===== config.mk =====
export PLATFORM = sky130hd
export DESIGN_NAME = secuenciador_morse
export DESIGN_NICKNAME = d
export VERILOG_FILES = /design/src/rtl/secuenciador_morse.sv
export SDC_FILE = /design/constraint.sdc
export NUM_CORES = 1
export LEC_CHECK = 0
export CORE_MARGIN = 1.5
export CORE_UTILIZATION = 60
export CTS_CLUSTER_SIZE = 30
export DETAILED_ROUTE_END_ITERATION = 8
export GPL_TIMING_DRIVEN = 1
export HOLD_SLACK_MARGIN = 0.15
export PLACE_DENSITY_LB_ADDON = 0.3
export SETUP_SLACK_MARGIN = 0.15
export SLEW_MARGIN = 40
export SYNTH_ARGS = -nofsm -noshare
export SYNTH_HDL_FRONTEND = slang
export SYNTH_SLANG_ARGS = --single-unit
export TNS_END_PERCENT = 5

===== constraint.sdc =====
create_clock -name clk -period 4.9 [get_ports clk]
set_input_delay 0.98 -clock clk [delete_from_list [all_inputs] [get_ports clk]]
set_output_delay 0.98 -clock clk [all_outputs]
set_load 0.03 [all_outputs]

===== src/rtl/secuenciador_morse.sv =====
// Morse sequencer: drives an external 4-to-16 decoder, maps its one-hot output to a
// dot/dash pattern and keys it out with unit timing. Optional abort input: MORSE_ABORT_EN.
module secuenciador_morse #(
  parameter int UNIT_CYCLES = 5_000_000
) (
  input  logic        clk,
  input  logic        reset,
`ifdef MORSE_ABORT_EN
  input  logic        abortar,
`endif
  input  logic        inicio,
  input  logic [3:0]  codigo,
  output logic        listo,
  output logic [3:0]  deco_entrada,
  input  logic [15:0] deco_salida,
  output logic        tono,
  output logic        fin,
  output logic        error
);

  localparam int CW = $clog2(3 * UNIT_CYCLES + 1);
  localparam logic [CW-1:0] T_UNO  = CW'(UNIT_CYCLES - 1);
  localparam logic [CW-1:0] T_TRES = CW'(3 * UNIT_CYCLES - 1);

  typedef enum logic [2:0] {IDLE, DECODE, MARK, GAP, CHAR_GAP} estado_t;

  estado_t       estado;
  logic [CW-1:0] cnt;
  logic [4:0]    simbolos;
  logic [2:0]    restantes;
  logic [3:0]    indice;
  logic          es_onehot;
  logic [7:0]    patron_act;

  // {length, symbols left-aligned MSB first}; 1 = dash
  function automatic logic [7:0] patron(input logic [3:0] c);
    case (c)
      4'h0:    patron = {3'd5, 5'b11111};
      4'h1:    patron = {3'd5, 5'b01111};
      4'h2:    patron = {3'd5, 5'b00111};
      4'h3:    patron = {3'd5, 5'b00011};
      4'h4:    patron = {3'd5, 5'b00001};
      4'h5:    patron = {3'd5, 5'b00000};
      4'h6:    patron = {3'd5, 5'b10000};
      4'h7:    patron = {3'd5, 5'b11000};
      4'h8:    patron = {3'd5, 5'b11100};
      4'h9:    patron = {3'd5, 5'b11110};
      4'hA:    patron = {3'd2, 5'b01000};
      4'hB:    patron = {3'd4, 5'b10000};
      4'hC:    patron = {3'd4, 5'b10100};
      4'hD:    patron = {3'd3, 5'b10000};
      4'hE:    patron = {3'd1, 5'b00000};
      default: patron = {3'd4, 5'b00100};
    endcase
  endfunction

  // The symbol comes from the decoder's one-hot output, not from codigo
  always_comb begin
    indice = 4'd0;
    for (int i = 0; i < 16; i++)
      if (deco_salida[i]) indice = 4'(i);
    es_onehot  = (deco_salida != 16'd0) &&
                 ((deco_salida & (deco_salida - 16'd1)) == 16'd0);
    patron_act = patron(indice);
  end

  always_ff @(posedge clk) begin
    if (reset) begin
      estado       <= IDLE;
      listo        <= 1'b1;
      deco_entrada <= 4'd0;
      tono         <= 1'b0;
      fin          <= 1'b0;
      error        <= 1'b0;
    end else begin
      fin   <= 1'b0;
      error <= 1'b0;
`ifdef MORSE_ABORT_EN
      if (abortar && estado != IDLE) begin
        estado <= IDLE;
        listo  <= 1'b1;
        tono   <= 1'b0;
      end else
`endif
      begin
        case (estado)
          IDLE: begin
            if (inicio) begin
              deco_entrada <= codigo;
              listo        <= 1'b0;
              estado       <= DECODE;
            end
          end
          DECODE: begin
            if (!es_onehot) begin
              error  <= 1'b1;
              listo  <= 1'b1;
              estado <= IDLE;
            end else begin
              restantes <= patron_act[7:5];
              simbolos  <= patron_act[4:0];
              cnt       <= patron_act[4] ? T_TRES : T_UNO;
              tono      <= 1'b1;
              estado    <= MARK;
            end
          end
          MARK: begin
            if (cnt == '0) begin
              tono      <= 1'b0;
              simbolos  <= {simbolos[3:0], 1'b0};
              restantes <= restantes - 3'd1;
              if (restantes == 3'd1) begin
                cnt    <= T_TRES;
                estado <= CHAR_GAP;
              end else begin
                cnt    <= T_UNO;
                estado <= GAP;
              end
            end else begin
              cnt <= cnt - CW'(1);
            end
          end
          GAP: begin
            if (cnt == '0) begin
              cnt    <= simbolos[4] ? T_TRES : T_UNO;
              tono   <= 1'b1;
              estado <= MARK;
            end else begin
              cnt <= cnt - CW'(1);
            end
          end
          CHAR_GAP: begin
            if (cnt == '0) begin
              fin    <= 1'b1;
              listo  <= 1'b1;
              estado <= IDLE;
            end else begin
              cnt <= cnt - CW'(1);
            end
          end
          default: begin
            listo  <= 1'b1;
            tono   <= 1'b0;
            estado <= IDLE;
          end
        endcase
      end
    end
  end

endmodule

=== Word level (Yosys, flattened, before mapping) ===
Memories as Yosys holds them, arrays and structs flattened.
Cells that the tools add are included.

* Add/sub/neg operators: 3
* Eq/ne operators: 12
* Muxes and demuxes: 45
* Bitwise logic cells: 6
* Reduce and logical (&&, ||, !) cells: 17

{| class="wikitable"
|+ Operator list
! operator !! number
|-
| $mux 24 || 7
|-
| $pmux 24 s4 || 1
|-
| $mux 4 || 14
|-
| $logic_not 24->1 || 1
|-
| $sub 24x1->24 const B || 1
|-
| $mux 3 || 7
|-
| $reduce_and 4->1 || 5
|-
| $and 16x16->16 || 1
|-
| $logic_not 16->1 || 1
|-
| $reduce_bool 16->1 || 1
|-
| $sub 16x1->16 const B || 1
|-
| $pmux 3 s5 || 1
|-
| $ne 2x2->1 const B || 7
|-
| $mux 5 || 2
|-
| $pmux 5 s2 || 1
|-
| $mux 1 || 8
|-
| $pmux 1 s4 || 2
|-
| $reduce_or 2->1 || 4
|-
| $eq 3x1->1 const B || 2
|-
| $eq 3x2->1 const B || 2
|-
| $pmux 3 s2 || 1
|-
| $not 1->1 || 5
|-
| $reduce_bool 4->1 || 1
|-
| $eq 3x3->1 const B || 1
|-
| 6 further kinds || 6
|}

* Register bits: 43
* Memory bits (read-only): 128
* Input port bits: 23
* Output and inout bits: 8
* Word-level logic and storage cells: 93
* Memories: 1

{| class="wikitable"
|+ Memories
! name !! depth !! width !! rd ports !! clocked after memory_dff !! write ports !! RTL line !! RTL
|-
| (no name shown) || 16 || 8 || 1 || 0 || 0 || 37 || <nowiki>case (c)</nowiki>
|}

=== Longest topological paths before layout ===
An unclocked memory read counts as a cell.

* Depth in word-level cells: 19
* Gate-level depth with buffers: 13
* Mapped depth without buffers: 13

=== Worst setup path before layout ===
Ideal clock, no wire load.

* Path type: input -> register
* Start point: input deco_salida[6]
* End point: register cnt[0], enable pin
* Setup time: 0.383 ns
* Data arrival time: 3.159 ns
* Data required time: 4.517 ns
* Path slack: 1.358 ns
* Stages: 8
* Path buffers: 2
* Cells stage by stage: clkbuf_1 -> or4_1 -> clkbuf_1 -> or3_1 -> a22oi_1 -> nand4_1 -> nand2_1 -> and3_1

* Word-level cells in the longest chain between the ends: 6
* Elaborated cells on any way between the ends: 7
* Classes of those cells: add/sub: 1; eq/ne: 1; bitwise: 1; reduce/logical: 4

{| class="wikitable"
|+ RTL lines
! item !! RTL line !! RTL
|-
| from (decl) || 15 || <nowiki>input logic [15:0] deco_salida,</nowiki>
|-
| $sub 16x1->16 || 63 || <nowiki>((deco_salida & (deco_salida - 16'd1)) == 16'd0);</nowiki>
|-
| $and 16x16->16 || 63 ||
|-
| $logic_not 16->1 || 63 ||
|-
| $logic_and 1x1->1 * || 62 || <nowiki>es_onehot = (deco_salida != 16'd0) &&</nowiki>
|-
| $ne 2x2->1 (no line) * || -- ||
|-
| $reduce_and 4->1 (no line) * || -- ||
|-
| to (signal assigned) || 102 || <nowiki>cnt <= patron_act[4] ? T_TRES : T_UNO;</nowiki>
|-
| to (signal assigned) || 120 || <nowiki>cnt <= cnt - CW'(1);</nowiki>
|-
| to (signal assigned) || 125 || <nowiki>cnt <= simbolos[4] ? T_TRES : T_UNO;</nowiki>
|-
| to (decl) || 28 || <nowiki>logic [CW-1:0] cnt;</nowiki>
|}

Every way passes the cells marked *; elsewhere a longest branch is shown, timed or not.
A chain may end at the register's enable or synchronous reset.

=== Worst setup path in the final report ===
* Start point: input deco_salida[8]
* End point: register cnt[14], enable pin

The elaborated chain is that of the path after synthesis.

==> impl_metrics.ini <==
[worst_hold_path]
min_delay_path_depth = 2
min_path_type = reg -> reg

[finish]
seq_area_um2 = 1180
multi_input_area_um2 = 1520
area_growth_pct = 14.8
drive_gt1_share_pct = 5.80
fin_area_um2 = 3220
fillCellCount = 334
final_common_cell = nor2_1
nNetsFinal = 376
layout_common_cells = 39 x nor2_1, 34 x nand2_1, 32 x edfxtp_1
diodes = 0

[global_routing]
grt_pass1_wl_um = 10600
grt-ovfl-total = 0
grt_max_degree = 25
antenna_found_initial = 0
groute.usage.overall_pct = 26.1
grt_pass1_vias = 2278

[yosys]
async_flop_share_pct = 0
netlist_area_um2 = 2810
yosysWarnings = 0
synth_mux_area_share_pct = 0
synth_simple_gate_area_share_pct = 25.2
synth_xor_area_share_pct = 6.55
synthFlopType = edfxtp_1
synth_top_family_by_area = simple AND/OR/NAND/NOR gates
synth_edf_count = 32
synth.distinct_cells = 51
synthesis.instances = 319
synth_seq_cells = 43
synth-compound-area-share_pct = 18.0
avgSynthCellArea_um2 = 8.80
ys_seq_area_share_pct = 42.1
synth_fa_ha_area_share_pct = 4.01
syn-num-nets = 351

[sta]
maxSlewViolCount = 0
tightest_slew_ps = 775
fin_tns_setup_ps = 0
period_needed_ps = 3700
fmax_mhz = 270
skew_ps = 6.34
setup_viol = 0
worst_slack_ps = 1200
whs_ps = 476
post-route-period-util_pct = 75.5
grt_setup_unrepaired = no
maxSlewHeadroom_pct = 48.0
hold_viol = 0

[power]
power.density_nw_per_um2 = 224
peakVddDrop_uv = 149
cellLeakagePower_nw = 1.02

[clock_tree]
ctsHoldBuffers = 0
clk_path_buf_depth = 2
postCtsResizedCells = 0
cts.htree.levels = 2
cts_tree = yes
cts_buffers = 5
cts_sinks = 43
clk_pin_slew_ps = 80
clockRootBuffer = clkbuf_8
clk_latency_ps = 300
post_cts_buffers = 0

[placement]
port_buffers = 30
dp_hpwl_um = 4570
place_area_um2 = 3130
gp_congestion = 0.927
pre_cts_ws_ps = 916

[floorplanning]
die_w_um = 71.4
io_pins = 31
placementRows = 24
core_um2 = 4410
dieArea_um2 = 5100
initial_utilization_pct = 63.6
die_y_um = 71.4

[route]
firstDrtPassIters = 4
dr_total_vias = 2464
ant_nets = 0
drc = 0
drt_wl_total_um = 6230
drt-initial-drc-count = 176
avgViaCountPerCell = 6.21
wl_per_cell_um = 15.7

[run]
maxCapViolCount = 0

[status]
status = completed

[setup_path]
path_class = in -> reg
cp-end-kind = register
arrival_ps = 3670
cp_max_fo = 24
ff2ff_path_depth = 7
startpoint_type = primary input
cp.required_ps = 4870
==> flip-flops by register name, summed over array words and instances, names as in the netlist <==
register / cells
restantes: 3
tono: 1
listo: 1
estado: 3
deco_entrada: 4
error: 1
fin: 1
simbolos: 5
cnt: 24
==> cell usage after synthesis, drive strengths merged (2+ instances only) <==
| master | number | area, µm² |
|---|---|---|
| a2111oi | 4 | 35.0 |
| a211oi | 6 | 50.1 |
| a21oi | 17 | 88.8 |
| a221oi | 3 | 26.3 |
| a22oi | 3 | 22.5 |
| a31oi | 2 | 12.5 |
| and2 | 4 | 25.0 |
| clkbuf | 13 | 48.8 |
| dfxtp | 11 | 220 |
| edfxtp | 32 | 961 |
| ha | 9 | 113 |
| inv | 15 | 56.3 |
| nand2 | 34 | 128 |
| nand2b | 3 | 18.8 |
| nand3 | 4 | 20.0 |
| nand4 | 3 | 18.8 |
| nor2 | 40 | 150 |
| nor3 | 21 | 110 |
| nor4 | 10 | 62.6 |
| o211ai | 2 | 15.0 |
| o21ai | 18 | 90.1 |
| o31ai | 8 | 60.1 |
| or3 | 7 | 43.8 |
| or4 | 10 | 86.3 |
| xnor2 | 11 | 96.3 |
| xor2 | 10 | 87.6 |
==> cell families after synthesis <==
logic type | count (synthesis)
flops | 43
compound gates | 75
simple gates | 142
fa+ha+maj | 9
xor+xnor | 21
buf+inv | 29
==> worst max-delay path, cell delays in order <==
cell and delay [ps]:
clkdlybuf4s50_1 540, or4_1 740, or4_1 560, o31ai_1 80
nand4_1 160, nand2_1 130, and3_1 160, buf_4 310
==> report_power, final <==
group | internal [mW] | switching, mW | leakage, nW | total (mW)
combinational | 0.0443 | 0.0558 | 0.630 | 0.100
sequential | 0.397 | 0.00617 | 0.351 | 0.403
clock | 0.0996 | 0.119 | 0.0412 | 0.218
==> final timing paths <==
kind                   start         endpoint  slack, ps
min          deco_entrada[3]  deco_entrada[3]        480
max reg2reg          cnt[16]          cnt[14]       1870
min reg2reg  deco_entrada[3]  deco_entrada[3]        480
max           deco_salida[8]          cnt[14]       1200
==> cell type report <==
type / count / area share [%]
well taps: 52 / 2.02
clock buffers: 6 / 2.25
multi-input cells: 247 / 47.1
repair buffers: 32 / 9.79
clock inverters: 2 / 0.389
flip-flops and latches: 43 / 36.7
inverters: 15 / 1.75
==> through the flow <==
| stage | total power [mW] | utilization (%) | instances |
|---|---|---|---|
| floorplan | 0.465 | - | 319 |
| global placement | 0.509 | 70.8 | 389 |
| detailed placement | 0.509 | 70.9 | 389 |
| CTS | 0.726 | 72.8 | 397 |
| global route | 0.751 | 73.0 | 397 |
| finish | 0.721 | 73.0 | 397 |
==> routing by layer <==
layer	GRT usage (%)	share of wire [%]	vias to the layer above
met2	36.4	43	111
met5	0	0	-
met1	39.1	47	1115
li1	-	-	1234
met4	7.34	0.82	0
met3	8.16	9.4	4
Power figures use the tool's default switching activity.
